<file path="config.mk">
export PLATFORM = sky130hd
export DESIGN_NAME = top_k_collector
export DESIGN_NICKNAME = d
export VERILOG_FILES = /design/src/rtl/top_k_collector.sv
export SDC_FILE = /design/constraint.sdc
export NUM_CORES = 1
export LEC_CHECK = 0
export BUFFER_PORTS_ARGS = -buffer_cell sky130_fd_sc_hd__buf_2
export CAP_MARGIN = 5
export CORE_MARGIN = 2
export CORE_UTILIZATION = 45
export DETAILED_ROUTE_END_ITERATION = 8
export PLACE_DENSITY = 0.72
export SLEW_MARGIN = 15
export SYNTH_ARGS = -nofsm -noshare
export SYNTH_HDL_FRONTEND = slang
export SYNTH_SLANG_ARGS = --single-unit
</file>
<file path="constraint.sdc">
create_clock -name clk -period 4.6 [get_ports clk]
set_clock_uncertainty 0.05 [all_clocks]
set_input_delay 0.46 -clock clk [delete_from_list [all_inputs] [get_ports clk]]
set_output_delay 0.46 -clock clk [all_outputs]
set_load 0.01 [all_outputs]
</file>
<file path="src/rtl/top_k_collector.sv">
// ---------------------------------------------------------------------------
// top_k_collector
//
// Drain-side companion to a K-deep top-k compare-swap chain. It sinks beats
// from the chain tail. When the end-of-frame beat (TLAST) arrives, it
// snapshots every unit's held value and streams the K results out, largest
// first (unit 0 first). After the last result it emits a one-cycle clear
// token so the chain can reset its held values before the next frame.
//
// Parameters
//   INTEGER_SIZE : width W of one value (chain stream is W+1 bits, bit W = clear)
//   K            : number of chained units (>= 2)
//
// Ports
//   clk           in   clock, all logic on posedge
//   rst_n         in   asynchronous active-low reset
//   reg_TDATA     in   K*W  held value of unit i at [i*W +: W]
//   reg_TVALID    in   K    held-value valid of unit i
//   chain_TDATA   in   W+1  tail-unit data (discarded)
//   chain_TVALID  in   1    tail-unit valid
//   chain_TLAST   in   1    tail-unit last (end of frame)
//   chain_TREADY  out  1    ready to the chain tail (high only while idle)
//   out_TDATA     out  W    result value
//   out_TVALID    out  1    result valid
//   out_TLAST     out  1    marks the K-th result
//   out_TREADY    in   1    downstream ready
//   clear_TDATA   out  W+1  clear token {1'b1, W'b0} while clear_TVALID
//   clear_TVALID  out  1    clear token valid (one cycle, not handshaken)
// ---------------------------------------------------------------------------
module top_k_collector #(
    parameter int INTEGER_SIZE = 32,
    parameter int K            = 8
) (
    input  logic                        clk,
    input  logic                        rst_n,
    input  logic [K*INTEGER_SIZE-1:0]   reg_TDATA,
    input  logic [K-1:0]                reg_TVALID,
    input  logic [INTEGER_SIZE:0]       chain_TDATA,
    input  logic                        chain_TVALID,
    input  logic                        chain_TLAST,
    output logic                        chain_TREADY,
    output logic [INTEGER_SIZE-1:0]     out_TDATA,
    output logic                        out_TVALID,
    output logic                        out_TLAST,
    input  logic                        out_TREADY,
    output logic [INTEGER_SIZE:0]       clear_TDATA,
    output logic                        clear_TVALID
);

    localparam int W     = INTEGER_SIZE;
    localparam int IDX_W = (K > 1) ? $clog2(K) : 1;
    localparam logic [IDX_W-1:0] LAST_IDX = IDX_W'(K - 1);

    typedef enum logic [1:0] {
        S_IDLE  = 2'd0,
        S_SEND  = 2'd1,
        S_CLEAR = 2'd2
    } state_t;

    state_t           r_state;
    state_t           w_state_nxt;

    logic [IDX_W-1:0] r_idx;
    logic [IDX_W-1:0] w_idx_nxt;
    logic [IDX_W-1:0] w_idx_inc;

    logic [W-1:0]     r_snap [K];
    logic [K-1:0]     r_snap_vld;

    logic [W-1:0]     r_out_tdata;
    logic [W-1:0]     w_out_tdata_nxt;
    logic             r_out_tvalid;
    logic             w_out_tvalid_nxt;
    logic             r_out_tlast;
    logic             w_out_tlast_nxt;
    logic             r_clear_tvalid;
    logic             w_clear_tvalid_nxt;

    logic             w_capture;
    logic             w_out_hs;
    logic             w_at_last;

    // The tail data carries nothing the collector needs; only the
    // handshake and TLAST matter.
    logic             w_unused_chain;
    assign w_unused_chain = ^chain_TDATA;

    // chain_TREADY is the only combinational output: decoded from state.
    assign chain_TREADY = (r_state == S_IDLE);

    assign w_capture = (r_state == S_IDLE) && chain_TVALID && chain_TLAST;
    assign w_out_hs  = (r_state == S_SEND) && r_out_tvalid && out_TREADY;
    assign w_at_last = (r_idx == LAST_IDX);
    assign w_idx_inc = r_idx + 1'b1;

    // -----------------------------------------------------------------------
    // State register
    // -----------------------------------------------------------------------
    always_ff @(posedge clk or negedge rst_n) begin
        if (!rst_n) begin
            r_state <= S_IDLE;
            r_idx   <= '0;
        end else begin
            r_state <= w_state_nxt;
            r_idx   <= w_idx_nxt;
        end
    end

    // -----------------------------------------------------------------------
    // Next-state logic
    // -----------------------------------------------------------------------
    always_comb begin
        w_state_nxt = r_state;
        w_idx_nxt   = r_idx;
        case (r_state)
            S_IDLE: begin
                if (w_capture) begin
                    w_state_nxt = S_SEND;
                    w_idx_nxt   = '0;
                end
            end
            S_SEND: begin
                if (w_out_hs) begin
                    if (w_at_last) begin
                        w_state_nxt = S_CLEAR;
                    end else begin
                        w_idx_nxt = w_idx_inc;
                    end
                end
            end
            S_CLEAR: begin
                // Clear token is fire-and-forget: exactly one cycle.
                w_state_nxt = S_IDLE;
            end
            default: begin
                w_state_nxt = S_IDLE;
            end
        endcase
    end

    // -----------------------------------------------------------------------
    // Output logic: next values of the registered outputs
    // -----------------------------------------------------------------------
    always_comb begin
        w_out_tvalid_nxt   = (w_state_nxt == S_SEND);
        w_clear_tvalid_nxt = (w_state_nxt == S_CLEAR);
        w_out_tdata_nxt    = r_out_tdata;
        w_out_tlast_nxt    = r_out_tlast;

        if (w_capture) begin
            // The first result comes straight from the bus being captured,
            // so it is already on out_TDATA in the cycle after the capture.
            w_out_tdata_nxt = reg_TVALID[0] ? reg_TDATA[W-1:0] : '0;
            w_out_tlast_nxt = 1'b0;
        end else if (w_out_hs) begin
            if (w_at_last) begin
                w_out_tdata_nxt = '0;
                w_out_tlast_nxt = 1'b0;
            end else begin
                // Units whose held value is not valid report zero.
                w_out_tdata_nxt = r_snap_vld[w_idx_inc] ? r_snap[w_idx_inc] : '0;
                w_out_tlast_nxt = (w_idx_inc == LAST_IDX);
            end
        end
        // Without a handshake the current beat is held unchanged.
    end

    // -----------------------------------------------------------------------
    // Snapshot of the chain's held registers, taken on the TLAST edge
    // -----------------------------------------------------------------------
    always_ff @(posedge clk or negedge rst_n) begin
        if (!rst_n) begin
            for (int i = 0; i < K; i++) begin
                r_snap[i] <= '0;
            end
            r_snap_vld <= '0;
        end else if (w_capture) begin
            for (int i = 0; i < K; i++) begin
                r_snap[i] <= reg_TDATA[i*W +: W];
            end
            r_snap_vld <= reg_TVALID;
        end
    end

    // -----------------------------------------------------------------------
    // Output registers
    // -----------------------------------------------------------------------
    always_ff @(posedge clk or negedge rst_n) begin
        if (!rst_n) begin
            r_out_tdata    <= '0;
            r_out_tvalid   <= 1'b0;
            r_out_tlast    <= 1'b0;
            r_clear_tvalid <= 1'b0;
        end else begin
            r_out_tdata    <= w_out_tdata_nxt;
            r_out_tvalid   <= w_out_tvalid_nxt;
            r_out_tlast    <= w_out_tlast_nxt;
            r_clear_tvalid <= w_clear_tvalid_nxt;
        end
    end

    assign out_TDATA    = r_out_tdata;
    assign out_TVALID   = r_out_tvalid;
    assign out_TLAST    = r_out_tlast;
    assign clear_TVALID = r_clear_tvalid;
    assign clear_TDATA  = {r_clear_tvalid, {W{1'b0}}};

endmodule

</file>
==> results.py, run 1 <==
metrics = {
    "worst_setup_path": {
        "critical-path-max-stage-delay_ps": 740,
        "cp_max_fo": 37,
        "crit_chain": "ha_1, ha_4, buf_12, mux4_2, mux2i_1, o21ai_1",
        "r2r_slack_ps": 1760,
        "slowest_stage": "ha_4",
        "cp-start-kind": "flop",
        "worstPathArrival_ps": 3140,
        "end_kind": "flop",
        "cpLargestDelayFamily": "adder cells",
        "crit_required_ps": 4900,
        "crit_buf_inv": 1,
        "path_class": "reg -> reg",
    },
    "yosys": {
        "synth_top_family_by_area": "simple AND/OR/NAND/NOR gates",
        "yosysSeqAreaShare_pct": 55.6,
        "ys_ff_latch": 304,
        "netlist_area_um2": 13700,
        "yosys.area_share.xor_xnor_pct": 0,
        "synth_compound_area_share_pct": 3.80,
        "yosys.area_share.simple_pct": 22.4,
        "yosys_warnings": 0,
        "syn_inst": 1421,
        "synthMuxAreaShare_pct": 13.2,
        "synth-adder-area-share_pct": 0.274,
        "syn_avg_cell_area_um2": 9.63,
        "synthDistinctLibCells": 35,
    },
    "place": {
        "gp_congestion": 0.818,
        "dp_cells": 2034,
        "dp.final_hpwl_mm": 22.6,
        "io_buffers": 305,
        "placement.cell_area_um2": 15400,
    },
    "final_layout": {
        "nets": 1985,
        "area_growth_pct": 20.9,
        "final_cells": 2097,
        "fill_cells": 2624,
        "regArea_um2": 7610,
        "post-route-util_pct": 55.6,
        "finalInstanceArea_um2": 16600,
        "multiInputGateArea_um2": 5610,
        "drive_gt1_share_pct": 25.8,
    },
    "timing": {
        "rsz0062_at_grt": "no",
        "max_freq_mhz": 352,
        "final_max_slew_viol_count": 0,
        "relSlewSlack_pct": 31.3,
        "tightest_slew_ps": 1030,
        "hold_viol": 19,
        "setup_violations": 0,
        "fin_crit_ps": 2840,
        "setup_tns_ps": 0,
        "whs_ps": -31.3,
        "post-route-period-util_pct": 61.7,
    },
    "pwr": {
        "p_per_area_nw_per_um2": 720,
        "vdd_drop_max_mv": 0.374,
        "p_leak_nw": 8.85,
    },
    "clocking": {
        "cts_hold_buf": 0,
        "cts_root_buf": "clkbuf_16",
        "cts_buffers": 34,
        "cts_resized": 0,
        "path_clk_slew_ps": 60,
        "cts_tree": "built",
        "post_cts_buffers": 0,
        "cts_sinks": 304,
        "worstSkewPairLatency_ps": 500,
        "cts_max_level": 2,
        "cts_buffer_depth": 3,
    },
    "detailed_routing": {
        "ant_nets": 0,
        "vias_per_cell": 5.12,
        "wl_per_cell_um": 16.7,
        "first_pass_iters": 7,
        "wl_mm": 35.1,
        "drtIter0Drc": 759,
        "drc": 0,
        "num_vias": 10736,
    },
    "run": {
        "cap_violations": 0,
    },
    "grt": {
        "overflow": 0,
        "antenna_found_initial": 9,
        "grt_pass1_vias": 10741,
        "grt.total_usage_pct": 22.2,
        "grt_pass1_wl_mm": 55.7,
        "grt_max_degree": 139,
    },
    "die": {
        "num_rows": 63,
        "initial_utilization_pct": 45.9,
        "io_pins": 371,
        "dieWidth_um": 178,
        "die_area_um2": 31800,
        "coreArea_um2": 29800,
        "die_h_um": 178,
    },
    "min_path": {
        "hold_path_class": "in -> async",
    },
    "run_status": {
        "violations": "negative hold slack",
        "status": "complete, but fails checks",
    },
}
-- metrics by stage --
stage	worst slack [ps]	total power, mW
2_1_floorplan	1920	7.96
3_3_place_gp	1740	8.98
3_5_place_dp	1700	9.18
4_1_cts	1690	12.0
5_1_grt	1510	12.8
6_report	1760	11.9
-- kinds of logic after synthesis --
logic type	after synthesis
AOI/OAI and AO/OA	81
adders and majority gates	3
buffers and inverters	126
DFF	304
muxes	100
other	1
and+or+nand+nor	806
-- cell type report --
| cell class | count | share of cell area, % |
|---|---|---|
| sequential | 304 | 46.0 |
| clock inverter | 8 | 0.907 |
| clock buffer | 50 | 6.05 |
| multi-input combinational | 1022 | 33.9 |
| antenna | 5 | 0.0756 |
| inverter | 3 | 0.0680 |
| tap | 390 | 2.95 |
| timing repair buffer | 315 | 10.1 |
-- final timing paths --
kind | to | cells past startpoint | from
worst max register to register | out_TDATA[29]$_DFFE_PN0P_ | 6 | r_idx[0]$_DFFE_PN0P_
worst max-delay path | out_TDATA[29]$_DFFE_PN0P_ | 6 | r_idx[0]$_DFFE_PN0P_
min in group clk | r_snap[90]$_DFFE_PN0P_ | 3 | reg_TDATA[186]
worst min-delay path | r_snap[155]$_DFFE_PN0P_ | 1 | rst_n
worst min register to register | r_snap[108]$_DFFE_PN0P_ | 2 | r_snap[108]$_DFFE_PN0P_
max in group asynchronous | r_snap[129]$_DFFE_PN0P_ | 2 | rst_n
-- placed cells by master (no fill, tap or decap), drive strengths merged --
master / netlist / routed
nand2: 791 / 791
mux4: 64 / 64
a21o: 2 / 2
or4: 1 / 1
o22ai: 1 / 1
o21ai: 35 / 35
clkbuf: 65 / 50
conb: 1 / 32
o2bb2ai: 3 / 3
buf: 58 / 315
clkinvlp: 0 / 1
nand2b: 2 / 2
nand3b: 1 / 1
bufinv: 0 / 4
nor4bb: 1 / 1
a21oi: 2 / 2
ha: 3 / 3
nor2: 5 / 5
a22oi: 34 / 34
a211oi: 2 / 2
diode: 0 / 5
clkinv: 1 / 2
inv: 2 / 4
and2: 2 / 2
nand3: 1 / 1
o311ai: 1 / 1
a2111oi: 1 / 1
mux2i: 33 / 33
nand4bb: 1 / 1
dfrtp: 304 / 304
nand4: 1 / 1
mux2: 3 / 3
-- state kept, by name, indices dropped and copies added (netlist names) --
name,count
out_TDATA,32
out_TVALID,1
clear_TVALID,1
r_state,2
r_snap_vld,8
out_TLAST,1
r_idx,3
r_snap,256
-- Yosys cell counts --
cell	n	area share [%]
or4_4	1	0.082
nor4bb_1	1	0.073
inv_1	1	0.027
o22ai_1	1	0.046
and2_1	2	0.091
o2bb2ai_1	3	0.19
mux4_2	64	11
o21ai_0	3	0.11
a2111oi_0	1	0.064
nand3_1	1	0.037
a21oi_1	2	0.073
nand4_1	1	0.046
buf_2	8	0.29
conb_1	1	0.027
ha_1	3	0.27
nand2b_1	2	0.091
a211oi_1	2	0.11
nand2_1	791	22
nor2_1	5	0.14
buf_1	9	0.25
inv_2	1	0.027
nand4bb_1	1	0.082
o311ai_1	1	0.064
a21o_1	2	0.11
clkbuf_1	65	1.8
buf_6	3	0.25
mux2_1	1	0.082
nand3b_1	1	0.055
clkinv_1	1	0.027
mux2i_1	33	2.4
dfrtp_1	304	56
a22oi_1	34	1.9
o21ai_1	32	1.2
mux2_2	2	0.16
buf_4	38	2.1
-- routing by layer --
metal	share of wire, %	vias to the layer above	wire (µm)	GRT usage [%]
met5	0.17	-	58	0
li1	-	5057	-	-
met2	50	353	17400	36.9
met1	42	5252	14700	29.8
met3	6.2	64	2180	4.09
met4	2.0	10	709	6.50
-- power breakdown --
group | internal (mW) | total, mW | leakage, nW | switching (mW)
combinational | 2.14 | 4.42 | 4.47 | 2.28
clock | 1.73 | 2.81 | 0.561 | 1.07
sequential | 3.98 | 4.69 | 3.81 | 0.708
Power figures use the tool's default switching activity.
==> run 2, diff against run 1 <==
==> constraint.sdc (replaced) <==
create_clock -name clk -period 3 [get_ports clk]
set_clock_uncertainty 0.05 [all_clocks]
set_input_delay 0.3 -clock clk [delete_from_list [all_inputs] [get_ports clk]]
set_output_delay 0.3 -clock clk [all_outputs]
set_load 0.01 [all_outputs]
==> results.py, run 2 (synthesized netlist as in run 1, its figures left out) <==
metrics = {
    "clocking": {
        "cts_buffer_depth": 3,
        "cts_tree": "built",
        "worstSkewPairLatency_ps": 500,
        "path_clk_slew_ps": 60,
        "cts_resized": 0,
        "cts_buffers": 34,
        "post_cts_buffers": 0,
        "cts_sinks": 304,
        "cts_max_level": 2,
        "cts_root_buf": "clkbuf_16",
    },
    "grt": {
        "grt_pass1_vias": 13201,
        "grt_pass1_wl_mm": 68.9,
        "grt_use_met2_pct": 47.4,
        "use_met1_pct": 32.8,
        "gr-usage-met3_pct": 5.48,
        "grt.total_usage_pct": 28.0,
        "antenna_found_initial": 5,
        "overflow": 0,
        "grt_busiest_layer": "met2",
        "grt_max_degree": 137,
    },
    "place": {
        "placement.cell_area_um2": 15500,
        "dp.final_hpwl_mm": 23.2,
        "gp_congestion": 0.812,
        "io_buffers": 305,
        "dp_cells": 2041,
    },
    "pwr": {
        "internal-power_mw": 12.4,
        "netSwitchingFraction_pct": 35.2,
        "p_leak_nw": 10.0,
        "pwr-share-seq_pct": 38.4,
        "vdd_drop_max_mv": 0.691,
        "switching_power_mw": 6.72,
        "p_per_area_nw_per_um2": 987,
        "combPwrFrac_pct": 38.5,
        "power_frac_clock_pct": 23.1,
    },
    "worst_setup_path": {
        "critical-path-max-stage-delay_ps": 590,
        "r2r_end": "out_TDATA[29]$_DFFE_PN0P_",
        "r2r_slack_ps": 550,
        "worstPathArrival_ps": 2750,
        "crit_buf_inv": 1,
        "path_class": "reg -> reg",
        "cpLargestDelayFamily": "multiplexers",
        "crit_cells": 6,
        "crit_required_ps": 3300,
        "end_kind": "flop",
        "crit_end": "out_TDATA[29]$_DFFE_PN0P_",
        "cp-start-kind": "flop",
        "cp_max_fo": 36,
        "slowest_stage": "mux4_2",
        "critPathLaunch": "r_idx[0]$_DFFE_PN0P_",
        "crit_chain": "ha_1, ha_4, buf_12, mux4_2, mux2i_1, o21ai_1",
        "crit-reg2reg-launch": "r_idx[0]$_DFFE_PN0P_",
        "worstRegToRegCells": 6,
    },
    "timing": {
        "setup_violations": 0,
        "setup_tns_ps": 0,
        "hold_viol": 0,
        "final_max_slew_viol_count": 0,
        "max_freq_mhz": 409,
        "fin_crit_ps": 2450,
        "post-route-period-util_pct": 81.6,
        "relSlewSlack_pct": 46.8,
        "tightest_slew_ps": 798,
        "rsz0062_at_grt": "no",
        "whs_ps": 14.4,
    },
    "final_layout": {
        "fill_cells": 2147,
        "nets": 2255,
        "layout_commonest_cell": "nand2_1",
        "final_cells": 2369,
        "largest_reg_flops": 256,
        "area_growth_pct": 41.4,
        "post-route-util_pct": 65.0,
        "finalInstanceArea_um2": 19400,
        "top_register": "r_snap",
        "layout_common_cells": "791 x nand2_1, 304 x dfrtp_1, 304 x buf_2, 263 x dlygate4sd3_1, 64 x mux4_2",
        "drive_gt1_share_pct": 22.9,
    },
    "detailed_routing": {
        "wl_per_cell_um": 19.0,
        "first_pass_iters": 7,
        "vias_per_cell": 5.35,
        "drtIter0Drc": 1045,
        "num_vias": 12666,
        "ant_nets": 0,
        "wl_mm": 45.0,
        "drc": 0,
    },
    "die": {
        "initial_utilization_pct": 45.9,
        "die_area_um2": 31800,
        "dieWidth_um": 178,
        "num_rows": 63,
        "die_h_um": 178,
        "coreArea_um2": 29800,
        "io_pins": 371,
    },
    "run_status": {
        "status": "finished clean",
    },
    "min_path": {
        "hold_path_class": "in -> reg",
    },
    "run": {
        "cap_violations": 0,
    },
}
==> run 2: area by class of cell <==
| type | count | area (µm²) | share of cell area [%] |
|---|---|---|---|
| Clock buffer | 47 | 1010 | 5.22 |
| Timing Repair Buffer | 585 | 4430 | 22.9 |
| Inverter | 3 | 11.3 | 0.0582 |
| Clock inverter | 13 | 184 | 0.950 |
| Tap cell | 390 | 488 | 2.52 |
| Sequential cell | 304 | 7610 | 39.3 |
| Multi-Input combinational cell | 1022 | 5610 | 29.0 |
| Antenna cell | 5 | 12.5 | 0.0646 |
==> run 2: power by group through the flow <==
stage	registers [mW]	clock network, mW	logic, mW
6_report	7.34	4.41	7.36
5_1_grt	7.51	4.65	8.12
3_5_place_dp	7.25	0	6.86
3_3_place_gp	7.14	0	6.67
4_1_cts	7.20	4.47	7.20
2_1_floorplan	6.95	0	5.27
==> run 2: worst min-delay path by stage <==
stage | start | end | slack, ps | depth (start not counted)
6_report | reg_TDATA[24] | r_snap[248]$_DFFE_PN0P_ | 10 | 3
5_1_grt | reg_TDATA[24] | r_snap[248]$_DFFE_PN0P_ | 10 | 3
4_1_cts | reg_TDATA[24] | r_snap[248]$_DFFE_PN0P_ | 0.7 | 3
3_5_place_dp | rst_n | r_snap[55]$_DFFE_PN0P_ | 290 | 1
3_3_place_gp | rst_n | r_snap[184]$_DFFE_PN0P_ | 280 | 1
2_1_floorplan | rst_n | clear_TVALID$_DFF_PN0_ | -50 | 0
==> run 2: tightest hold or removal path: cells and delay by family <==
family / cells / cell delay, ps
buffers and inverters: 1 / 100
AND/OR/NAND/NOR: 2 / 130
==> run 2: per-stage QoR <==
step                      total power [mW]  setup slack (ps)
after floorplan                       12.2               319
after global placement                13.8               612
after detailed placement              14.1               587
after CTS                             18.9               591
after global routing                  20.3               434
final                                 19.1               553
==> run 2: timing repair <==
action	4_1_cts	5_1_grt
endpoints found under the setup margin	0	0
endpoints found under the hold margin	337	0
hold buffers	263	0
==> run 2: per-layer routing <==
| layer | share of wire, % | vias to the layer above |
|---|---|---|
| met1 | 37 | 6148 |
| met4 | 6.1 | 2 |
| met2 | 50 | 709 |
| li1 | - | 5600 |
| met3 | 7.1 | 207 |
| met5 | 0.027 | - |
==> run 3, diff against run 2 <==
--- a/config.mk
+++ b/config.mk
@@ -10,7 +10,7 @@
 export CORE_MARGIN = 2
 export CORE_UTILIZATION = 45
 export DETAILED_ROUTE_END_ITERATION = 8
-export PLACE_DENSITY = 0.72
+export PLACE_DENSITY = 0.75
 export SLEW_MARGIN = 15
 export SYNTH_ARGS = -nofsm -noshare
 export SYNTH_HDL_FRONTEND = slang
==> constraint.sdc (replaced) <==
create_clock -name clk -period 2.2 [get_ports clk]
set_clock_uncertainty 0.05 [all_clocks]
set_input_delay 0.22 -clock clk [delete_from_list [all_inputs] [get_ports clk]]
set_output_delay 0.22 -clock clk [all_outputs]
set_load 0.01 [all_outputs]
==> results.py, run 3 (synthesized netlist as in run 1, its figures left out) <==
metrics = {
    "grt": {
        "antenna_found_initial": 5,
        "grt_max_degree": 153,
        "grt_pass1_wl_mm": 71.6,
        "grt.total_usage_pct": 29.2,
        "grt_pass1_vias": 13778,
        "overflow": 0,
    },
    "detailed_routing": {
        "drtIter0Drc": 1246,
        "num_vias": 12914,
        "vias_per_cell": 5.37,
        "wl_per_cell_um": 19.2,
        "first_pass_iters": 6,
        "ant_nets": 0,
        "drc": 0,
        "wl_mm": 46.1,
    },
    "timing": {
        "final_max_slew_viol_count": 0,
        "setup_violations": 32,
        "setup_tns_ps": -2020,
        "rsz0062_at_grt": "yes",
        "post-route-period-util_pct": 105,
        "fin_crit_ps": 2300,
        "setup_ws_ps": -102,
        "max_freq_mhz": 434,
        "tightest_slew_ps": 733,
        "hold_viol": 0,
        "relSlewSlack_pct": 51.1,
    },
    "final_layout": {
        "final_cells": 2403,
        "drive_gt1_share_pct": 24.9,
        "nets": 2284,
        "finalInstanceArea_um2": 19800,
        "layout_common_cells": "790 x nand2_1, 304 x dfrtp_1, 304 x buf_2, 264 x dlygate4sd3_1, 64 x mux4_2",
        "layout_commonest_cell": "nand2_1",
        "largest_reg_flops": 256,
        "area_growth_pct": 44.6,
        "top_register": "r_snap",
    },
    "place": {
        "placement.cell_area_um2": 15700,
        "dp_slack_ps": -38.6,
        "dp.final_hpwl_mm": 24.8,
        "io_buffers": 305,
        "gp_congestion": 0.821,
        "dp_cells": 2056,
    },
    "pwr": {
        "vdd_drop_max_mv": 0.897,
        "p_leak_nw": 10.2,
        "p_per_area_nw_per_um2": 1370,
    },
    "die": {
        "initial_utilization_pct": 45.9,
        "die_h_um": 178,
        "dieWidth_um": 178,
        "coreArea_um2": 29800,
        "num_rows": 63,
        "die_area_um2": 31800,
        "io_pins": 371,
    },
    "clocking": {
        "cts_max_level": 2,
        "cts_buffer_depth": 3,
        "worstSkewPairLatency_ps": 520,
        "cts_root_buf": "clkbuf_16",
        "cts_tree": "built",
        "cts_buffers": 35,
        "cts_sinks": 304,
        "path_clk_slew_ps": 60,
    },
    "worst_setup_path": {
        "end_kind": "flop",
        "worstPathArrival_ps": 2680,
        "r2r_slack_ps": -100,
        "path_class": "reg -> reg",
        "cp-start-kind": "flop",
        "crit_required_ps": 2580,
        "cp_max_fo": 8,
    },
    "run_status": {
        "status": "complete, but fails checks",
        "violations": "negative setup slack",
    },
    "run": {
        "cap_violations": 0,
    },
    "min_path": {
        "hold_path_class": "in -> reg",
    },
}
==> run 3: what timing repair did <==
| action | CTS | global route |
|---|---|---|
| buffers inserted | 7 | 2 |
| endpoints found under the hold margin | 344 | 0 |
| endpoints found under the setup margin | 12 | 32 |
| gates cloned | 2 | 3 |
| gates resized for setup | 7 | 26 |
| hold buffers | 264 | 0 |
| pin swaps | 0 | 6 |
==> run 3: worst paths after layout <==
kind,startpoint,end,cells past startpoint
max in group asynchronous,rst_n,r_snap[38]$_DFFE_PN0P_,3
worst min-delay path,out_TREADY,r_state[1]$_DFF_PN0_,3
worst min register to register,r_snap[205]$_DFFE_PN0P_,r_snap[205]$_DFFE_PN0P_,2
min in group asynchronous,rst_n,r_snap[120]$_DFFE_PN0P_,2
worst max-delay path,r_idx[0]$_DFFE_PN0P_,out_TDATA[29]$_DFFE_PN0P_,8
worst max register to register,r_idx[0]$_DFFE_PN0P_,out_TDATA[29]$_DFFE_PN0P_,8
==> run 3: metal layers <==
metal / wire (µm) / vias to the layer above / track usage (%)
li1: - / 5654 / -
met1: 17000 / 6232 / 35.2
met2: 22800 / 801 / 48.3
met3: 3670 / 227 / 6.84
met4: 2660 / 0 / 16.1
met5: 0 / - / 0
==> run 3: report_power, final <==
part,internal [mW],switching (mW),total [mW]
registers,8.34,1.67,10.0
clock network,3.53,2.37,5.89
logic,5.67,5.58,11.2
==> run 3: layout make-up <==
cell class | count | area (µm²)
Clock buffer | 49 | 990
Antenna cell | 7 | 17.5
Multi-Input combinational cell | 1022 | 5700
Sequential cell | 304 | 7610
Clock inverter | 15 | 175
Tap cell | 390 | 488
Fill cell | 2074 | 10000
Inverter | 3 | 13.8
Timing Repair Buffer | 613 | 4800
==> run 3: per-stage QoR <==
stage | hold WS (ps) | util (%) | power (mW)
3_3_place_gp | 139 | 52.6 | 19.1
2_1_floorplan | -126 | - | 16.9
6_report | 110 | 66.4 | 27.2
3_5_place_dp | 146 | 52.6 | 19.6
4_1_cts | 97.7 | 65.9 | 26.4
5_1_grt | 136 | 66.4 | 28.8
==> run 3: critical path: stages (launching register included) <==
cell	delay [ps]
dfrtp_1	400
buf_6	140
inv_4	60
ha_4	230
mux2_4	220
o22ai_2	100
or4_4	660
clkbuf_16	230
o21ai_2	130
